===== config.mk =====
export PLATFORM = sky130hd
export DESIGN_NAME = reg_bank_write_arbiter
export DESIGN_NICKNAME = d
export VERILOG_FILES = /design/src/rtl/reg_bank_write_arbiter_pkg.sv /design/src/rtl/reg_bank_write_arbiter_rr_arbiter.sv /design/src/rtl/reg_bank_write_arbiter.sv
export SDC_FILE = /design/constraint.sdc
export NUM_CORES = 1
export LEC_CHECK = 0
export CORE_MARGIN = 2
export CORE_UTILIZATION = 50
export CTS_CLUSTER_DIAMETER = 40
export CTS_CLUSTER_SIZE = 30
export DETAILED_ROUTE_END_ITERATION = 7
export PLACE_DENSITY = 0.95
export SETUP_SLACK_MARGIN = 0.05
export SYNTH_ARGS = -nofsm -noshare
export SYNTH_HDL_FRONTEND = slang
export SYNTH_SLANG_ARGS = --single-unit

===== constraint.sdc =====
create_clock -name Clk -period 9.18 [get_ports Clk]
set_input_delay 1.836 -clock Clk [delete_from_list [all_inputs] [get_ports Clk]]
set_output_delay 1.836 -clock Clk [all_outputs]
set_load 0.05 [all_outputs]

===== src/rtl/reg_bank_write_arbiter_pkg.sv =====
// Shared state encoding, default sizing and the word-select decode helper
// for the register bank write arbiter.
package reg_bank_write_arbiter_pkg;

  localparam int N_DEF     = 4;
  localparam int DEPTH_DEF = 16;
  localparam int AW_DEF    = 4;
  localparam int DW_DEF    = 8;

  typedef enum logic [1:0] {
    IDLE = 2'd0,
    LOAD = 2'd1,
    ACK  = 2'd2
  } state_e;

  // One bit of a one-hot decode: true when word idx is addressed.
  function automatic logic onehot_hit(
    input int unsigned addr,
    input int unsigned idx
  );
    return addr == idx;
  endfunction

endpackage


===== src/rtl/reg_bank_write_arbiter_rr_arbiter.sv =====
// Combinational round-robin arbiter: first set request at or after ptr_i.
// Shared by every round-robin resource; no state of its own.
module rr_arbiter
  import reg_bank_write_arbiter_pkg::*;
#(
  parameter int N  = N_DEF,
  parameter int IW = $clog2(N_DEF)
) (
  input  logic [N-1:0]  req_i,
  input  logic [IW-1:0] ptr_i,
  output logic [N-1:0]  gnt_o,
  output logic [IW-1:0] idx_o
);

  logic [IW-1:0] j;

  // Scan farthest-first so the nearest requester to ptr_i wins.
  always_comb begin
    gnt_o = '0;
    idx_o = '0;
    j     = '0;
    for (int k = N - 1; k >= 0; k--) begin
      j = IW'((32'(ptr_i) + k) % N);
      if (req_i[j]) begin
        gnt_o    = '0;
        gnt_o[j] = 1'b1;
        idx_o    = j;
      end
    end
  end

endmodule


===== src/rtl/reg_bank_write_arbiter.sv =====
// Round-robin write arbiter owning every register bank load strobe.
// Optional per-word write protection: define REG_BANK_WRITE_PROTECT_EN.
module reg_bank_write_arbiter
  import reg_bank_write_arbiter_pkg::*;
#(
  parameter int N     = N_DEF,
  parameter int DEPTH = DEPTH_DEF,
  parameter int AW    = AW_DEF,
  parameter int DW    = DW_DEF
) (
  input  logic             Clk,
  input  logic             reset,
`ifdef REG_BANK_WRITE_PROTECT_EN
  input  logic [DEPTH-1:0] prot_mask_in,
  input  logic             prot_load,
`endif
  input  logic [N-1:0]     req,
  input  logic [N*AW-1:0]  wr_addr_in,
  input  logic [N*DW-1:0]  wr_data_in,
  output logic [N-1:0]     grant,
  output logic [N-1:0]     ack,
  output logic             err,
  output logic             busy,
  output logic [DEPTH-1:0] load_vec,
  output logic [DW-1:0]    wr_data_out
);

  localparam int IW = (N > 1) ? $clog2(N) : 1;

  state_e           state_q;
  logic [IW-1:0]    rr_q;
  logic [IW-1:0]    rr_d;
  logic [IW-1:0]    win_q;
  logic [IW-1:0]    win_idx;
  logic [N-1:0]     win_oh;
  logic             drop_q;
  logic             drop_d;
  logic             in_range;
  logic [AW-1:0]    sel_addr;
  logic [DW-1:0]    sel_data;
  logic [DEPTH-1:0] dec;

  rr_arbiter #(
    .N  (N),
    .IW (IW)
  ) u_arb (
    .req_i (req),
    .ptr_i (rr_q),
    .gnt_o (win_oh),
    .idx_o (win_idx)
  );

  always_comb begin
    sel_addr = '0;
    sel_data = '0;
    for (int i = 0; i < N; i++) begin
      if (win_oh[i]) begin
        sel_addr = wr_addr_in[i*AW +: AW];
        sel_data = wr_data_in[i*DW +: DW];
      end
    end
  end

  always_comb begin
    dec = '0;
    for (int i = 0; i < DEPTH; i++) begin
      dec[i] = onehot_hit(32'(sel_addr), i);
    end
  end

  assign in_range = 32'(sel_addr) < DEPTH;
  assign rr_d     = (win_q == IW'(N - 1)) ? '0 : win_q + IW'(1);

`ifdef REG_BANK_WRITE_PROTECT_EN
  logic [DEPTH-1:0] prot_q;
  logic [DEPTH-1:0] prot_d;

  // Arbitration checks the mask that will be live during LOAD.
  assign prot_d = prot_load ? prot_mask_in : prot_q;
  assign drop_d = !in_range || ((dec & prot_d) != '0);

  always_ff @(posedge Clk or posedge reset) begin
    if (reset) begin
      prot_q <= '0;
    end else begin
      prot_q <= prot_d;
    end
  end
`else
  assign drop_d = !in_range;
`endif

  // Outputs for LOAD are registered on the arbitration edge itself.
  always_ff @(posedge Clk or posedge reset) begin
    if (reset) begin
      state_q     <= IDLE;
      rr_q        <= '0;
      win_q       <= '0;
      drop_q      <= 1'b0;
      grant       <= '0;
      ack         <= '0;
      err         <= 1'b0;
      busy        <= 1'b0;
      load_vec    <= '0;
      wr_data_out <= '0;
    end else begin
      unique case (state_q)
        IDLE: begin
          if (req != '0) begin
            state_q     <= LOAD;
            win_q       <= win_idx;
            drop_q      <= drop_d;
            grant       <= win_oh;
            busy        <= 1'b1;
            load_vec    <= drop_d ? '0 : dec;
            wr_data_out <= drop_d ? '0 : sel_data;
          end
        end
        LOAD: begin
          state_q     <= ACK;
          load_vec    <= '0;
          wr_data_out <= '0;
          ack         <= grant;
          err         <= drop_q;
        end
        ACK: begin
          state_q <= IDLE;
          rr_q    <= rr_d;
          grant   <= '0;
          ack     <= '0;
          err     <= 1'b0;
          busy    <= 1'b0;
        end
        default: begin
          state_q     <= IDLE;
          grant       <= '0;
          ack         <= '0;
          err         <= 1'b0;
          busy        <= 1'b0;
          load_vec    <= '0;
          wr_data_out <= '0;
        end
      endcase
    end
  end

endmodule


==> run metrics, run 1 <==
crit share post-route 0.527; RePlAce Congestion 0.837; largest net degree at the start of global routing 40; RSZ-0062 raised after global routing false; power share of the sequential group 0.213; cell leakage power 1.44 nW; ys flop type dfrtp_1; Rows 26; Clock Skew 0.00600 ns; area grow syn2layout 35.4%; Async S/R FF share, synth 1.00; Slew Limit Fails 0; Max-slew headroom 0.234; GR Util All Layers 0.255; Synth Cell Area 2630 sq um; Synth top area share 0.371; number of synthesized flops with an enable pin 0; actual slew at the worst max-slew pin 1.14 ns; final setup fails 0; met3 global-route usage 0.0415; Cell variety after synth 56; cell accounting for the most synthesized area dfrtp_1; starting density of the core 0.515; vias 2555; vias in the first global route 2473; Syn Inst Count 283; TritonCTS buffer count 5; Worst Path Max Fanout 25; CTS Root Cell clkbuf_8; sw frac 0.527; hold depth 2; number of port buffers 86; r2r worst-path depth 10; top cells by count, synth 42 x nand2_1, 39 x dfrtp_1, 31 x nor2_1; post-DR vias/cell 5.97; # Post-CTS Setup Buffers 0; number of cells after detailed placement 420; Syn Area/Cell 9.29 sq um; Top Ports 88; Worst EP required 9.40 ns; synthesized flop and latch total 39; R2R Setup Slk 4.92 ns; Remaining DRCs 0; Pre-antenna DRT Iters 4; worst hold endpoint load_vec[5]; initial antenna violation count 0; startpoint types input port; Peak VDD IR 0.244 mV; Die Y 76.5 microns; status finished clean; crit path kind input port to flip-flop; Min Clock Period, post-route 4.83 ns; maximum clock frequency 0.207 GHz; Clock Power Share 0.080; Die Footprint 5860 sq um; Total Nets Final 419; Area contributors post-synth dfrtp_1 37%, nand2_1 6.0%, nor2_1 4.4%; gr ovfl total 0; worst skew pair latency 0.30 ns; number of routed nets with antenna violations 0; sequential fraction of the synthesis area 0.371; Worst Hold Class flip-flop to flip-flop; Max clock buf depth 2; total wire length 7.31 mm; Worst Path Arrival 5.05 ns; Worst R2R Start rr_q[0]; global-route track usage on met2 0.450; top-count cell post-synth nand2_1; fraction of layout cells with a size suffix above 1 0.0838; cts hold-fix bufs 0; clock slew at reported path FFs 0.07 ns; DR WL/cell 17.1 microns; CTS tree done; H-Tree Level Count 2; kind of end point of the critical path flip-flop; Setup TNS 0 ns; post-DP HPWL 5.42 mm; # clock sinks 39; met1 usage 0.323; Combinational Power Share 0.707; PwrDens 407 nW/um^2; Die X 76.5 microns; PostCTS Resize Cnt 0; P_int 0.686 mW; FF-to-FF End load_vec[12]; Psw 0.765 mW; Hold Fails Final Rpt 0; Initial DRC Count 190; ANT cells 0; start point of the worst hold path load_vec[5]; Ys Warns 0; first-pass GRT wire length 12.1 mm; Core Area 5110 sq um; gr busiest metal met2; syn_nets 345; Finished Layout Cells 428; MaxCap Viol Count 0
## layout make-up
cell class	count	area (sq um)
fill	397	1550
multi-input combinational	214	1510
sequential	39	976
timing repair buffer	87	868
tap	70	87.6
clock buffer	6	72.6
inverter	10	37.5
clock inverter	2	12.5
## routing by layer
metal  wire (microns)  part of all wire  up-vias
li1                 -                 -     1184
met1             3010              0.41     1238
met2             3730              0.51      118
met3              463             0.063       15
met4              110             0.015        0
met5                0                 0        -
## state kept, by name (all words and copies together) (netlist names)
name         flops
rr_q             2
grant            4
busy             1
load_vec        16
state_q          2
win_q            2
ack              4
wr_data_out      8
## per-stage QoR
stage / utilization / cell area, sq um / setup slack (ns) / power (mW) / hold slack, ns
floorplan: - / 2630 / 5.14 / 1.10 / 0.454
finish: 0.697 / 3560 / 4.35 / 1.45 / 0.493
detailed placement: 0.681 / 3480 / 4.08 / 1.32 / 0.479
CTS: 0.697 / 3560 / 4.37 / 1.44 / 0.496
global route: 0.697 / 3560 / 4.08 / 1.55 / 0.521
global placement: 0.681 / 3480 / 4.24 / 1.28 / 0.471
## worst max-delay path: stages
cell and delay, ns:
clkdlybuf4s50_1 0.60, mux4_2 0.59, a221oi_2 0.20, nor4_1 0.12, a221oi_4 0.78, o311a_1 0.34, o31a_1 0.18, nand4_1 0.21
o21ai_1 0.18
## power groups by stage
stage	clock (mW)	combinational, mW	sequential (mW)
final	0.116	1.03	0.309
after global routing	0.121	1.11	0.321
after CTS	0.116	1.02	0.308
after detailed placement	0	1.01	0.309
after global placement	0	0.974	0.308
after floorplan	0	0.668	0.435
## layout by cell type, fill, tap and decap left out, types with 3 or more instances in the layout
master,n
ha_1,8
mux4_2,3
nor3_1,3
a311oi_1,7
o21ai_1,9
clkdlybuf4s50_1,86
nand3b_1,3
clkbuf_8,5
nand2b_1,11
nor2b_1,5
o31ai_1,5
a221oi_1,3
inv_1,10
a22o_1,9
and2_1,3
nor2_1,31
dfrtp_1,39
a21oi_1,3
mux2i_1,7
o21ai_0,8
nand2_1,42
a311o_1,8
mux2_2,3
nand4_1,6
o311a_1,3
## worst max path at each step
| stage | from | endpoint | slack (ns) |
|---|---|---|---|
| 3_3_place_gp | req[0] | load_vec[15] | 4.24 |
| 4_1_cts | req[0] | load_vec[14] | 4.37 |
| 5_1_grt | req[0] | load_vec[6] | 4.08 |
| 3_5_place_dp | req[0] | load_vec[14] | 4.08 |
| 6_report | req[0] | load_vec[12] | 4.35 |
| 2_1_floorplan | req[2] | wr_data_out[0] | 5.14 |
## cells by family after synthesis
| group | after synthesis | synth area share |
|---|---|---|
| other | 1 | 0.00143 |
| buffers and inverters | 30 | 0.0557 |
| multiplexers | 13 | 0.0652 |
| AO/OA/AOI/OAI | 80 | 0.270 |
| AND/OR/NAND/NOR | 112 | 0.199 |
| adder cells (fa/ha/maj) | 8 | 0.0381 |
| flip-flops | 39 | 0.371 |
Power figures use the tool's default switching activity.
==> inputs of run 2 (changes only) <==
CORE_UTILIZATION = 42   (was 50)
PLACE_DENSITY = 0.87   (was 0.95)
clock period = 4 ns   (was 9.18 ns; I/O delays follow)
==> run 2 against run 1 <==
Against the previous run: sequential share of layout area decreased by 0.68 points; critical path depth is 1 lower; clock power increased to 2.9 times the previous value; cell area grew 2.6%; power is 140% higher; die area up 18%; count of clock-buffer cells in the layout is the same; final cell count rose by 2.8%; wire length is 5.2% lower; sequential cell count stayed put; critical endpoint is now load_vec[15]; highest routed layer unchanged.
==> run metrics, run 2 (same netlist as run 1, synthesis figures left out) <==
Die X 83.1 microns; CP Cell Sequence clkdlybuf4s50_1 -> mux4_2 -> nor4_1 -> a221oi_4 -> o311a_1 -> o31a_1 -> a211oi_2 -> a22o_1; CP max-delay cell mux4_2; Max clock buf depth 2; vias in the first global route 2424; Clock Skew 0.00851 ns; Min Clock Period, post-route 3.54 ns; Multi-input gate area 1510 sq um; DR WL/cell 15.7 microns; CTS tree done; Die Footprint 6910 sq um; H-Tree Level Count 2; MaxCap Viol Count 0; Peak VDD IR 0.552 mV; # Post-CTS Setup Buffers 0; Register Area 976 sq um; first-pass GRT wire length 12.0 mm; largest net degree at the start of global routing 40; Pre-antenna DRT Iters 4; Remaining DRCs 0; cell leakage power 1.49 nW; CTS Root Cell clkbuf_8; Slew Limit Fails 0; Rows 28; RSZ-0062 raised after global routing false; Worst Path Arrival 3.78 ns; worst skew pair latency 0.29 ns; Worst Hold Class flip-flop to flip-flop; crit path kind input port to flip-flop; Worst EP required 4.23 ns; final setup fails 0; Max-slew headroom 0.347; post-DP HPWL 5.01 mm; kind of end point of the critical path flip-flop; Final Power 3.45 mW; TritonCTS buffer count 5; fraction of layout cells with a size suffix above 1 0.104; CP peak stage delay 0.71 ns; Total Nets Final 426; CP Depth 8; initial antenna violation count 0; RePlAce Congestion 0.901; crit share post-route 0.886; final core occ 0.610; commonest cells after routing, fill and taps aside 86 x clkdlybuf4s50_1, 42 x nand2_1, 39 x dfrtp_1; number of routed nets with antenna violations 0; actual slew at the worst max-slew pin 0.972 ns; PwrDens 944 nW/um^2; DP Area 3540 sq um; area grow syn2layout 38.9%; Core Area 5990 sq um; worst path buffer plus inverter count 1; Top Ports 88; # clock sinks 39; total wire length 6.93 mm; r2r worst-path depth 10; most common cell after layout, fill and taps aside clkdlybuf4s50_1; Worst Path Max Fanout 13; cts hold-fix bufs 0; Die Y 83.1 microns; vias 2501; ANT cells 0; status finished clean; GR Util All Layers 0.209; startpoint types input port; Setup TNS 0 ns; starting density of the core 0.439; fillers 529; most flop-heavy register load_vec; Top delay family on crit path compound AO/OA/AOI/OAI gates; number of port buffers 86; gr ovfl total 0; hold depth 2; Hold Fails Final Rpt 0; biggest regs load_vec x16, wr_data_out x8; post-DR vias/cell 5.68; post-layout instance area 3650 sq um; Initial DRC Count 108; clock slew at reported path FFs 0.08 ns; maximum clock frequency 0.282 GHz; PostCTS Resize Cnt 0; number of flip-flops in the largest register 16
## run 2: path summary, 6_finish.rpt
| path | to | startpoint | slack (ns) |
|---|---|---|---|
| setup / recovery | load_vec[15] | req[0] | 0.46 |
| hold / removal | load_vec[0] | load_vec[0] | 0.49 |
| setup reg to reg | load_vec[15] | rr_q[0] | 0.63 |
| hold reg to reg | load_vec[0] | load_vec[0] | 0.49 |
| max in group asynchronous | ack[1] | reset | 2.73 |
| min in group asynchronous | load_vec[6] | reset | 0.92 |
## run 2: worst register-to-register path: stages (launching register included)
cell and delay (ns):
dfrtp_1 0.38, inv_1 0.24, ha_1 0.41, or3b_1 0.41, a211o_1 0.38, a21boi_2 0.19
o211ai_2 0.16, o311a_1 0.36, o31a_1 0.32, a211oi_2 0.28, a22o_1 0.18
## run 2: through the flow
stage | worst slack [ns] | std cells | hold slack, ns
floorplan | 0.744 | 283 | 0.454
global placement | 0.263 | 432 | 0.468
detailed placement | 0.142 | 432 | 0.476
CTS | 0.484 | 440 | 0.493
global route | 0.259 | 440 | 0.512
finish | 0.457 | 440 | 0.488
## run 2: area by class of cell
cell class,count,area share
clock inverters,2,0.00959
inverters,10,0.0103
clock buffers,6,0.0226
multi-input cells,214,0.413
well taps,75,0.0257
flip-flops and latches,39,0.267
repair buffers,94,0.252
## run 2: power breakdown
group / switching, mW / internal (mW) / total, mW
Clock: 0.140 / 0.202 / 0.342
Sequential: 0.120 / 0.540 / 0.660
Combinational: 1.48 / 0.969 / 2.45
Total: 1.74 / 1.71 / 3.45
## run 2: per-layer routing
layer	up-vias	wire [microns]	GRT usage
li1	1194	-	-
met1	1208	2950	0.271
met2	97	3590	0.366
met3	2	390	0.0497
met4	0	4	0.0253
met5	-	0	0
